File: src/rtl/codix_regfile_mp_if.sv
// Port bundle for codix_regfile_mp: read (Q/RA/RE) and write (D/WA/WE) groups,
// flattened per port exactly like the legacy pin style.
interface codix_regfile_mp_if #(
  parameter int WIDTH  = 32,
  parameter int DEPTH  = 32,
  parameter int NUM_RD = 3,
  parameter int NUM_WR = 1
);
  localparam int AW = (DEPTH > 2) ? $clog2(DEPTH) : 1;

  logic [NUM_RD*AW-1:0]    RA;
  logic [NUM_RD-1:0]       RE;
  logic [NUM_RD*WIDTH-1:0] Q;
  logic [NUM_WR*AW-1:0]    WA;
  logic [NUM_WR*WIDTH-1:0] D;
  logic [NUM_WR-1:0]       WE;

  modport master (output RA, RE, WA, D, WE, input Q);
  modport slave  (input RA, RE, WA, D, WE, output Q);
endinterface

File: src/rtl/codix_regfile_mp.sv
// Parametrised multi-port register file: flop array, priority write decode,
// registered read ports with hold, optional write-first bypass and zero register.
module codix_regfile_mp_rdport #(
  parameter int WIDTH    = 32,
  parameter int DEPTH    = 32,
  parameter int NUM_WR   = 1,
  parameter int AW       = 5,
  parameter int ZERO_REG = 1,
  parameter int BYPASS   = 1
) (
  input  logic                         CLK,
  input  logic                         RST,
  input  logic                         re,
  input  logic [AW-1:0]                ra,
  input  logic [DEPTH-1:0][WIDTH-1:0]  mem,
  input  logic [NUM_WR-1:0]            we,
  input  logic [NUM_WR*AW-1:0]         wa,
  input  logic [NUM_WR*WIDTH-1:0]      d,
  output logic [WIDTH-1:0]             q
);
  logic             hit;
  logic [WIDTH-1:0] byp;
  logic [WIDTH-1:0] val;

  // Ascending scan so the highest-index matching writer supplies bypass data.
  always_comb begin
    hit = 1'b0;
    byp = '0;
    for (int j = 0; j < NUM_WR; j++) begin
      if (we[j] && (wa[j*AW +: AW] == ra)) begin
        hit = 1'b1;
        byp = d[j*WIDTH +: WIDTH];
      end
    end
  end

  always_comb begin
    val = '0;
    if (32'(ra) >= DEPTH)              val = '0;
    else if (ZERO_REG != 0 && ra == '0) val = '0;
    else if (BYPASS != 0 && hit)        val = byp;
    else                                val = mem[ra];
  end

  always_ff @(posedge CLK or posedge RST) begin
    if (RST)     q <= '0;
    else if (re) q <= val;
  end
endmodule

module codix_regfile_mp #(
  parameter int WIDTH    = 32,
  parameter int DEPTH    = 32,
  parameter int NUM_RD   = 3,
  parameter int NUM_WR   = 1,
  parameter int ZERO_REG = 1,
  parameter int BYPASS   = 1
) (
  input  logic              CLK,
  input  logic              RST,
  codix_regfile_mp_if.slave bus
);
  localparam int AW = (DEPTH > 2) ? $clog2(DEPTH) : 1;

  logic [DEPTH-1:0][WIDTH-1:0]  mem;
  logic [DEPTH-1:0]             wen;
  logic [DEPTH-1:0][WIDTH-1:0]  wdat;
  logic [AW-1:0]                wa_c;
  logic [NUM_RD-1:0][WIDTH-1:0] q;

  // Later ports overwrite earlier decode results: highest index wins a conflict.
  always_comb begin
    wen  = '0;
    wdat = '0;
    wa_c = '0;
    for (int j = 0; j < NUM_WR; j++) begin
      wa_c = bus.WA[j*AW +: AW];
      if (bus.WE[j] && (32'(wa_c) < DEPTH) && !(ZERO_REG != 0 && wa_c == '0)) begin
        wen[wa_c]  = 1'b1;
        wdat[wa_c] = bus.D[j*WIDTH +: WIDTH];
      end
    end
  end

  always_ff @(posedge CLK or posedge RST) begin
    if (RST) mem <= '0;
    else begin
      for (int r = 0; r < DEPTH; r++)
        if (wen[r]) mem[r] <= wdat[r];
    end
  end

  for (genvar i = 0; i < NUM_RD; i++) begin : g_rd
    codix_regfile_mp_rdport #(
      .WIDTH(WIDTH), .DEPTH(DEPTH), .NUM_WR(NUM_WR), .AW(AW),
      .ZERO_REG(ZERO_REG), .BYPASS(BYPASS)
    ) u_rd (
      .CLK (CLK),
      .RST (RST),
      .re  (bus.RE[i]),
      .ra  (bus.RA[i*AW +: AW]),
      .mem (mem),
      .we  (bus.WE),
      .wa  (bus.WA),
      .d   (bus.D),
      .q   (q[i])
    );
  end

  assign bus.Q = q;
endmodule

File: src/flat_wrapper.sv
// flat-port wrapper written by rule: the top's interface ports become plain ports
module codix_regfile_mp_flat 
#(
  parameter int WIDTH    = 32,
  parameter int DEPTH    = 32,
  parameter int NUM_RD   = 3,
  parameter int NUM_WR   = 1,
  parameter int ZERO_REG = 1,
  parameter int BYPASS   = 1
)
  (CLK, RST, bus_RA, bus_RE, bus_WA, bus_D, bus_WE, bus_Q);
  codix_regfile_mp_if #(.WIDTH(WIDTH), .DEPTH(DEPTH), .NUM_RD(NUM_RD), .NUM_WR(NUM_WR)) bus_i ();
  input  logic CLK;
  input  logic RST;
  input wire logic [$bits(bus_i.RA)-1:0] bus_RA;
  input wire logic [$bits(bus_i.RE)-1:0] bus_RE;
  input wire logic [$bits(bus_i.WA)-1:0] bus_WA;
  input wire logic [$bits(bus_i.D)-1:0] bus_D;
  input wire logic [$bits(bus_i.WE)-1:0] bus_WE;
  output wire logic [$bits(bus_i.Q)-1:0] bus_Q;
  assign bus_i.RA = bus_RA;
  assign bus_i.RE = bus_RE;
  assign bus_i.WA = bus_WA;
  assign bus_i.D = bus_D;
  assign bus_i.WE = bus_WE;
  assign bus_Q = bus_i.Q;
  codix_regfile_mp #(.WIDTH(WIDTH), .DEPTH(DEPTH), .NUM_RD(NUM_RD), .NUM_WR(NUM_WR), .ZERO_REG(ZERO_REG), .BYPASS(BYPASS)) u_core (.CLK(CLK), .RST(RST), .bus(bus_i));
endmodule
File: config.mk
export PLATFORM = sky130hd
export DESIGN_NAME = codix_regfile_mp_flat
export DESIGN_NICKNAME = d
export VERILOG_FILES = /design/src/rtl/codix_regfile_mp_if.sv /design/src/rtl/codix_regfile_mp.sv /design/src/flat_wrapper.sv
export SDC_FILE = /design/constraint.sdc
export NUM_CORES = 2
export LEC_CHECK = 0
export ABC_CLOCK_PERIOD_IN_PS = 44000
export CAP_MARGIN = 20
export CORE_UTILIZATION = 55
export CTS_CLUSTER_SIZE = 20
export DETAILED_ROUTE_END_ITERATION = 10
export GPL_ROUTABILITY_DRIVEN = 1
export PLACE_DENSITY = 0.72
export SLEW_MARGIN = 0
export SYNTH_ARGS = -nofsm -noshare
export SYNTH_HDL_FRONTEND = slang
export SYNTH_SLANG_ARGS = --single-unit
File: constraint.sdc
create_clock -name CLK -period 44 [get_ports CLK]
set_clock_uncertainty 0.1 [all_clocks]
set_input_delay 4.4 -clock CLK [delete_from_list [all_inputs] [get_ports CLK]]
set_output_delay 4.4 -clock CLK [all_outputs]
set_load 0.03 [all_outputs]
==> metrics.txt <==
Synth area leader=dfrtp_1; post-detailed-route wirelength per cell=~36 um; first-pass GRT wire length=approximately 340000 um; synth top area cells=dfrtp_1, mux4_2, mux2_2; Static Leak=31.4 nW; GRT overflow=0; endpoints failing hold=0; core area=0.122 mm^2; Die X=between 300 and 400 um; critical path class=input port to flop; First-pass DRT Iterations=10; Crit path max-delay family=buffers and inverters; post-CTS setup buffers=0; Seq pwr share=0.429; gr usage total=0.376; final WL=between 200000 and 250000 um; Clock Sinks=about 1100; Synth Register Bits=about 1100; I/O Buffers=about 150; Top Ports=between 150 and 200; data required time of the worst path=44.51 ns; via/cell ratio=between 7 and 8; Mapped Cells=around 5000; Initial Utilization=0.554; Hold Path Class=flop to flop; FMAX=between 100 and 150 MHz; hold_buf cts=0; Period minus WS final=just under 9 ns; Slew headroom=0.145; largest net degree at the start of global routing=about 110; Initial DRC Count=between 7000 and 8000; Syn Nets=approximately 5100; status=finished, final reports clean; layout cells sized above 1=0.402; crit start category=input port; vias in the first global route=roughly 50000; CTS tree=yes; remaining antenna violation count=0; die height=352 um; CP cell instances=buf_8 -> buf_4 -> buf_4 -> buf_4 -> buf_4 -> mux4_2 -> o211ai_1 -> a21oi_1 -> a2111o_1; pre-CTS setup slack=34.41 ns; switching share of total power=0.306; Root Buffer=clkbuf_16; Clock Power Share=0.328; worst skew pair latency=around 0.74 ns; clock slew at reported path FFs=0.06 ns; CTS Buffer Depth=3; WP data arrival=about 9.4 ns; Site Rows=around 130; Peak VDD IR=42.8 uV; crit-path max FO=47; Mapped Area=between 0.06 and 0.07 mm^2; Syn. warnings=0; Non-Filler Instances=roughly 6600; Setup WS post-layout=35.16 ns; P&R area growth vs syn=10.1%; post-synth cell types=43; crit-path most repeated cell=buf_4; H-tree depth=3; Num CTS Buffers=about 120; Psw=1.02 mW; pwr dens=between 40 and 50 mW/mm^2; Residual DRC=0; die area=0.124 mm^2; Via Count=just over 50000; RSZ-0062 raised after global routing=no; worst-margin pin slew=between 1 and 1.5 ns; Worst Path Buf+Inv=5; Pint=~2.3 mW; Gate power share=0.243; Worst path slowest cell=buf_4; Max Cap Viol=0; largest stage delay on the critical path=0.84 ns; Final #Nets=just under 5000; slack of the worst reg-to-reg path=41.94 ns; Setup TNS Final=0 ns; detailed placement HPWL=126000 um; initial antenna violation count=6; Final Setup Violations=0; # resized after CTS=0; fin. max-slew vios=0; Synth top area share=0.416; period utilisation layout=0.201; gpl congestion=approximately 0.85; Placed Cells=~6300; register area share after synthesis=0.416; Avg Inst Size Synth=between 10 and 15 um^2; Critical Path End Type=flop
synthesized netlist by cell type (all sizes together):
cell,n
nor4,1
nand3,2
o211ai,195
o2111a,3
or4,2
clkinv,4
or2,2
xnor2,15
mux2,992
a22o,32
inv,7
a2111o,32
nor3,5
a21o,1
o21bai,2
buf,257
and2,3
nor2,18
nand4,3
o21ai,99
or3b,65
and3,1
a21oi,192
clkbuf,324
a222oi,64
dfrtp,1120
a22oi,96
a221oi,192
nor2b,3
mux4,576
nand3b,5
nor3b,4
mux2i,384
nand2,308
cell type report:
class | count | area [um^2]
diodes | 4 | 10.0
clock buffers | 160 | 3420
clock inverters | 64 | 787
fillers | 9340 | 47500
inverters | 11 | 60.1
multi-input cells | 3297 | 37000
flip-flops and latches | 1120 | 28000
well taps | 1625 | 2030
repair buffers | 295 | 2820
sequential cells by signal, summed over array words and instances, names as in the netlist:
| register | count |
|---|---|
| u_core.g_rd.u_rd.q | 96 |
| u_core.mem | 1024 |
cells by family after synthesis:
family,share of synthesized area
flip-flops,0.416
multiplexers,0.415
buffers and inverters,0.0385
AND/OR/NAND/NOR,0.0297
AO/OA/AOI/OAI,0.0989
XOR/XNOR,0.00195
per-stage QoR:
stage	power (mW)	instance area, um^2	hold WS (ns)	util
finish	3.33	74200	0.315	0.610
global route	3.44	74200	0.331	0.610
CTS	3.31	74000	0.316	0.608
detailed placement	2.23	69800	0.302	0.573
global placement	2.20	69700	0.295	0.573
floorplan	1.99	67400	0.358	-
metal layers:
metal | routed length, um | up-vias | GRT usage | part of all wire
met5 | 351 | - | 0.00962 | 0.0015
met4 | 13000 | 16 | 0.190 | 0.055
met3 | 31100 | 846 | 0.130 | 0.13
met2 | 101000 | 3587 | 0.538 | 0.43
met1 | 88300 | 26260 | 0.508 | 0.38
li1 | - | 19564 | - | -
path summary, 6_finish.rpt:
path,start,to,depth (start not counted)
max in group asynchronous,RST,u_core.mem[892],6
min reg2reg,u_core.mem[9],u_core.mem[9],0
min,u_core.mem[9],u_core.mem[9],0
min in group asynchronous,RST,u_core.mem[486],2
max reg2reg,u_core.mem[499],u_core.g_rd[2].u_rd.q[19],5
max,bus_RA[5],u_core.g_rd[1].u_rd.q[21],9
cells in the final DEF (no fill, tap or decap), types with 5 or more instances in the layout:
cell	Yosys	final
nand3b_1	5	5
a222oi_1	64	64
a2111o_1	32	32
buf_12	0	5
clkinv_4	0	7
or3b_1	64	64
a21oi_1	192	192
clkbuf_8	0	22
nand2_2	0	11
nor2_4	0	16
o211ai_1	195	195
mux4_2	576	576
mux2_2	992	992
buf_16	0	6
clkbuf_16	0	123
a22o_1	32	32
a22oi_1	96	96
xnor2_1	15	15
clkinv_2	0	33
buf_8	0	8
o21ai_0	97	97
buf_4	23	130
a221oi_1	192	192
clkinvlp_4	0	7
clkbuf_1	324	16
bufinv_16	0	16
nand2_1	308	293
dfrtp_1	1120	1120
mux2i_1	384	384
clkdlybuf4s50_1	0	141
power groups by stage:
stage               Sequential, mW  Combinational (mW)  Clock, mW
floorplan                     1.40               0.581          0
CTS                           1.42               0.799       1.09
detailed placement            1.43               0.795          0
global placement              1.42               0.778          0
finish                        1.43               0.810       1.09
global route                  1.45               0.857       1.13
Note: power is estimated with default switching activity, not from simulation.
